==> config.mk <==
export PLATFORM = sky130hd
export DESIGN_NAME = seg7_scan_ctrl
export DESIGN_NICKNAME = d
export VERILOG_FILES = /design/src/rtl/seg7_scan_ctrl.sv
export SDC_FILE = /design/constraint.sdc
export NUM_CORES = 1
export LEC_CHECK = 0
export ABC_CLOCK_PERIOD_IN_PS = 4850
export CAP_MARGIN = 20
export CORE_UTILIZATION = 40
export DETAILED_ROUTE_END_ITERATION = 16
export SLEW_MARGIN = 15
export SYNTH_ARGS = -nofsm -noshare
export SYNTH_HDL_FRONTEND = slang
export SYNTH_SLANG_ARGS = --single-unit
==> constraint.sdc <==
create_clock -name clock -period 4.85 [get_ports clock]
set_input_delay 0.485 -clock clock [delete_from_list [all_inputs] [get_ports clock]]
set_output_delay 0.485 -clock clock [all_outputs]
set_load 0.01 [all_outputs]
==> src/rtl/seg7_scan_ctrl.sv <==
// seg7_scan_ctrl
// Memory-mapped scan controller for a multiplexed 7-segment display bank.
// NUM_DIGITS hex digits share one set of segment lines; each digit owns a
// slot of 16 PWM phase ticks.  Per-digit blink, 16-level brightness and
// leading-zero blanking gate the lit decision, which is registered onto the
// active-low anode/segment outputs.
//
// Bus handshake: write_enable and read_enable are single-cycle strobes
// sampled on the rising clock edge.  A write updates the addressed register
// on that edge.  A read loads read_data on that edge with the register value
// as it was before the edge, so a same-cycle write+read to one address
// returns the old contents.  read_data holds between reads.

module seg7_scan_ctrl #(
  parameter int NUM_DIGITS   = 8,
  parameter int PRESCALE     = 97,
  parameter int BLINK_FRAMES = 64
) (
  input  logic                  clock,
  input  logic                  reset,
  input  logic                  write_enable,
  input  logic                  read_enable,
  input  logic [2:0]            address,
  input  logic [15:0]           write_data_in,
  output logic [15:0]           read_data,
  output logic [NUM_DIGITS-1:0] enable,
  output logic [7:0]            value
);

  // Counter widths; a width of at least 1 keeps PRESCALE=1 / BLINK_FRAMES=1 legal.
  localparam int PW = (PRESCALE > 1) ? $clog2(PRESCALE) : 1;
  localparam int FW = (BLINK_FRAMES > 1) ? $clog2(BLINK_FRAMES) : 1;

  localparam logic [PW-1:0]         PCNT_LOAD = PW'(PRESCALE - 1);
  localparam logic [FW-1:0]         FCNT_LAST = FW'(BLINK_FRAMES - 1);
  localparam logic [2:0]            IDX_LAST  = 3'(NUM_DIGITS - 1);
  localparam logic [NUM_DIGITS-1:0] DIG_ONE   = NUM_DIGITS'(1);

  // Register file
  logic [15:0] r_data_lo;
  logic [15:0] r_data_hi;
  logic [15:0] r_ctrl;
  logic [12:0] r_mode;

  // Scan state
  logic [PW-1:0] r_pcnt;
  logic [3:0]    r_ph;
  logic [2:0]    r_idx;
  logic [FW-1:0] r_fcnt;
  logic          r_blink_ph;

  // Combinational decode
  logic        w_tick;
  logic        w_slot_end;
  logic        w_frame_end;
  logic [31:0] w_data_all;
  logic [3:0]  w_nib;
  logic [7:0]  w_dig_en;
  logic [7:0]  w_dp_on;
  logic [7:0]  w_blink_mask;
  logic [3:0]  w_bright;
  logic        w_lzb;
  logic [8:0]  w_zero_from;
  logic        w_lz_blank;
  logic        w_lit;
  logic [15:0] w_rd_mux;
  logic        w_unused_addr0;

  assign w_unused_addr0 = address[0];

  assign w_data_all   = {r_data_hi, r_data_lo};
  assign w_dig_en     = r_ctrl[15:8];
  assign w_dp_on      = r_ctrl[7:0];
  assign w_blink_mask = r_mode[7:0];
  assign w_bright     = r_mode[11:8];
  assign w_lzb        = r_mode[12];

  assign w_tick      = (r_pcnt == '0);
  assign w_slot_end  = w_tick && (r_ph == 4'hF);
  assign w_frame_end = w_slot_end && (r_idx == IDX_LAST);

  assign w_nib = w_data_all[{r_idx, 2'b00} +: 4];

  // 7-segment font, bit 6 = CA ... bit 0 = CG, active-low.
  function automatic logic [6:0] font(input logic [3:0] nib);
    logic [6:0] seg;
    case (nib)
      4'h0: seg = 7'h01;
      4'h1: seg = 7'h4F;
      4'h2: seg = 7'h12;
      4'h3: seg = 7'h06;
      4'h4: seg = 7'h4C;
      4'h5: seg = 7'h24;
      4'h6: seg = 7'h20;
      4'h7: seg = 7'h0F;
      4'h8: seg = 7'h00;
      4'h9: seg = 7'h04;
      4'hA: seg = 7'h08;
      4'hB: seg = 7'h60;
      4'hC: seg = 7'h31;
      4'hD: seg = 7'h42;
      4'hE: seg = 7'h30;
      default: seg = 7'h38;
    endcase
    return seg;
  endfunction

  // w_zero_from[i] = every driven nibble at position i and above is zero.
  always_comb begin
    w_zero_from = '1;
    for (int i = 7; i >= 0; i--) begin
      if (i < NUM_DIGITS) begin
        w_zero_from[i] = w_zero_from[i+1] && (w_data_all[i*4 +: 4] == 4'h0);
      end
    end
  end

  assign w_lz_blank = w_lzb && (r_idx != 3'd0) && w_zero_from[r_idx];

  assign w_lit = w_dig_en[r_idx] &&
                 (r_ph <= w_bright) &&
                 !(r_blink_ph && w_blink_mask[r_idx]) &&
                 !w_lz_blank;

  // Read-back mux; MODE bits 15:13 are not stored and read as zero.
  always_comb begin
    w_rd_mux = '0;
    case (address[2:1])
      2'd0:    w_rd_mux = r_data_lo;
      2'd1:    w_rd_mux = r_data_hi;
      2'd2:    w_rd_mux = r_ctrl;
      default: w_rd_mux = {3'b000, r_mode};
    endcase
  end

  // Register writes from the bus.
  always_ff @(posedge clock) begin
    if (reset) begin
      r_data_lo <= '0;
      r_data_hi <= '0;
      r_ctrl    <= '0;
      r_mode    <= '0;
    end else if (write_enable) begin
      case (address[2:1])
        2'd0:    r_data_lo <= write_data_in;
        2'd1:    r_data_hi <= write_data_in;
        2'd2:    r_ctrl    <= write_data_in;
        default: r_mode    <= write_data_in[12:0];
      endcase
    end
  end

  // Read data register: loads pre-edge register contents, holds otherwise.
  always_ff @(posedge clock) begin
    if (reset) begin
      read_data <= '0;
    end else if (read_enable) begin
      read_data <= w_rd_mux;
    end
  end

  // Prescaler: counts down and reloads, producing one PWM phase tick per wrap.
  always_ff @(posedge clock) begin
    if (reset) begin
      r_pcnt <= PCNT_LOAD;
    end else if (w_tick) begin
      r_pcnt <= PCNT_LOAD;
    end else begin
      r_pcnt <= r_pcnt - 1'b1;
    end
  end

  // Phase and digit index: 16 phases per slot, idx wraps at the last digit.
  always_ff @(posedge clock) begin
    if (reset) begin
      r_ph  <= 4'd0;
      r_idx <= 3'd0;
    end else if (w_tick) begin
      r_ph <= r_ph + 4'd1;
      if (w_slot_end) begin
        r_idx <= (r_idx == IDX_LAST) ? 3'd0 : r_idx + 3'd1;
      end
    end
  end

  // Blink timebase: toggles blink phase every BLINK_FRAMES completed frames.
  always_ff @(posedge clock) begin
    if (reset) begin
      r_fcnt     <= '0;
      r_blink_ph <= 1'b0;
    end else if (w_frame_end) begin
      if (r_fcnt == FCNT_LAST) begin
        r_fcnt     <= '0;
        r_blink_ph <= ~r_blink_ph;
      end else begin
        r_fcnt <= r_fcnt + 1'b1;
      end
    end
  end

  // Registered display outputs: one anode low with its glyph, or all dark.
  always_ff @(posedge clock) begin
    if (reset) begin
      enable <= '1;
      value  <= 8'hFF;
    end else if (w_lit) begin
      enable <= ~(DIG_ONE << r_idx);
      value  <= {font(w_nib), ~w_dp_on[r_idx]};
    end else begin
      enable <= '1;
      value  <= 8'hFF;
    end
  end

endmodule

==> impl_metrics.toml <==
[run_status]
status = "completed"

[sta]
period_minus_slack_ns = 2.95
hold_viol_final = 0
worst_hold_slack_ns = 0.457
tns_ns = 0
period_share_pct = 60.8
clock_skew_ns = 0.0107
maxSlewViolCount = 0
timing_worst_slew_pin_value_ns = 1.01
max_freq_ghz = 0.339
relSlewSlack_pct = 32.4
setup_violations = 0
grt_setup_unrepaired = "false"

[synthesis]
yosysSeqAreaShare_pct = 43.2
syn-num-nets = 635
ys.flop_type = "dfxtp_1"
synth_edf_count = 0
synth-seq-cells = 114
async_flop_share_pct = 0
netlist_area_um2 = 5290
yosysWarnings = 0
synth.distinct_cells = 44
syn_area_per_cell_um2 = 8.93
syn-instance-count = 592

[cts]
cts-buffers-inserted = 17
clkSinkCount = 114
cts_tree = "yes"
htreeDepth = 4
ctsResizeCount = 0
cts_setup_buffers = 0
clk_latency_ns = 0.41
cts_max_path_buffers = 2
cts.reportedPaths.clkPinSlew_ns = 0.05
cts-root-buf = "clkbuf_16"
hold_buffers = 0

[floorplanning]
rows = 41
coreArea_um2 = 12800
initial_utilization_pct = 41.4
fp.dieH_um = 117
io_pins = 55
die_w_um = 117
die_area_um2 = 13700

[cells_and_area]
final_common_cell = "nand2_1"
layout_common_cells = "nand2_1, dfxtp_1, a21oi_1, clkdlybuf4s50_1, nor2_1"
area_growth_pct = 23.0
layout-drive-gt1-share_pct = 10.6
nets = 676
antennaDiodeCount = 0

[critical_path]
worstPathMaxFanout = 21
worstPathArrival_ns = 3.20
cp-start-kind = "register"
crit_type = "reg2reg"
worstSetupEndpointType = "register"
cp.required_ns = 5.10

[pwr]
p_clk_share_pct = 50.5
intPower_mw = 1.88
peakVddDrop_v = 0.000214
p_sw_uw = 536
switching_share_pct = 22.2
comb_power_share_pct = 8.0
seq_power_share_pct = 41.6
power-per-cell-area_nw_per_um2 = 371
p_leak_nw = 2.40

[route]
via_per_inst = 5.48
wire_per_inst_um = 16.8
drc = 0
via_count = 4471
wirelength_um = 13700
drt_pass1_iterations = 5
detail-route-antenna-nets = 0
drt_iter0_drc = 467

[global_routing]
grt_usage_pct = 21.7
overflow = 0
grt_pass1_vias = 4128
busiest_layer = "met2"
grt_pass1_wl_um = 22000
globalRouteMet1Util_pct = 29.7
met3_usage_pct = 4.74
grt_max_degree = 94
gr-usage-met2_pct = 33.1
grt_antenna_before_repair = 0

[hold_path]
hold_path_class = "reg2reg"

[placed_design]
dp_hpwl_um = 9510
port_buffers = 53
gp_congestion = 0.876

[run]
maxCapViolCount = 0
[registers in the layout (all words and copies together) (netlist names), 4 cells and up]
register / count
value: 8
read_data: 16
r_ctrl: 16
r_mode: 13
r_fcnt: 6
r_data_hi: 16
enable: 8
r_ph: 4
r_data_lo: 16
r_pcnt: 7
[critical path, stage by stage, from the launching register on]
cell,delay [ns]
dfxtp_1,0.93
mux4_2,0.59
mux2i_1,0.47
inv_1,0.17
ha_1,0.24
nand2_1,0.11
a21boi_0,0.19
o211ai_1,0.10
[worst paths after layout]
kind | startpoint | endpoint | slack (ns) | depth (start not counted)
hold reg to reg | r_pcnt[0]$_SDFF_PP0_ | r_pcnt[0]$_SDFF_PP0_ | 0.46 | 1
hold / removal | r_pcnt[0]$_SDFF_PP0_ | r_pcnt[0]$_SDFF_PP0_ | 0.46 | 1
setup / recovery | r_idx[0]$_SDFFE_PP0P_ | value[1]$_SDFF_PP1_ | 1.90 | 7
setup reg to reg | r_idx[0]$_SDFFE_PP0P_ | value[1]$_SDFF_PP1_ | 1.90 | 7
[logic make-up after synthesis]
family | synth area share [%]
XOR/XNOR | 1.82
flip-flops | 43.2
AO/OA/AOI/OAI | 11.6
AND/OR/NAND/NOR | 19.5
adder cells (fa/ha/maj) | 4.73
buffers and inverters | 3.98
multiplexers | 15.2
[power by group through the flow]
stage,Combinational (mW),Clock (mW),Sequential [mW]
after global routing,0.213,1.28,1.01
final,0.192,1.22,1.00
after CTS,0.193,1.24,1.00
after global placement,0.189,0,1.02
after detailed placement,0.192,0,1.02
after floorplan,0.128,0,1.01
[per-layer routing]
| layer | vias up | share of wire (%) |
|---|---|---|
| li1 | 2132 | - |
| met1 | 2100 | 46 |
| met2 | 198 | 44 |
| met3 | 41 | 6.6 |
| met4 | 0 | 3.4 |
| met5 | - | 0 |
[layout make-up]
class                      count  area (um2)
inverter                      16        60.1
fill                        1155        6270
clock buffer                  25         505
tap                          172         215
multi-input combinational    425        2790
sequential                   114        2280
clock inverter                 5        75.1
timing repair buffer          59         571
[cell usage after synthesis (2+ instances only)]
library cell    n  area, um2
o21a_1          3       22.5
mux4_2         26        586
xnor2_1         6       52.6
nand3_1         9       45.0
a31oi_1         2       12.5
nand4_1         4       25.0
mux2i_1        22        220
a311oi_1        2       17.5
nor2b_1         2       12.5
nand2_1       152        571
or2_2           2       12.5
o21ai_0         8       40.0
nor2_1         42        158
or3b_1          2       17.5
a211oi_1        5       37.5
and3_1          6       37.5
nor3b_1         2       15.0
and2_1          2       12.5
nor4_1          6       37.5
buf_2           3       15.0
o221ai_1        3       26.3
xor2_1          5       43.8
o211ai_1        3       22.5
inv_1          16       60.1
a21oi_1        75        375
nor3_1          3       15.0
dfxtp_1       114       2280
clkbuf_1       27        101
buf_1           6       22.5
ha_1           20        250
[stage by stage]
| stage | power (mW) | cell area, um2 | utilization (%) | worst slack [ns] | cells |
|---|---|---|---|---|---|
| 2_1_floorplan | 1.14 | 5290 | - | 2.45 | 592 |
| 4_1_cts | 2.43 | 6500 | 50.9 | 1.89 | 816 |
| 6_report | 2.41 | 6500 | 50.9 | 1.90 | 816 |
| 3_3_place_gp | 1.21 | 5920 | 46.4 | 1.99 | 786 |
| 3_5_place_dp | 1.21 | 5920 | 46.4 | 1.90 | 786 |
| 5_1_grt | 2.49 | 6500 | 50.9 | 1.67 | 816 |
(Power assumes the default switching activity.)
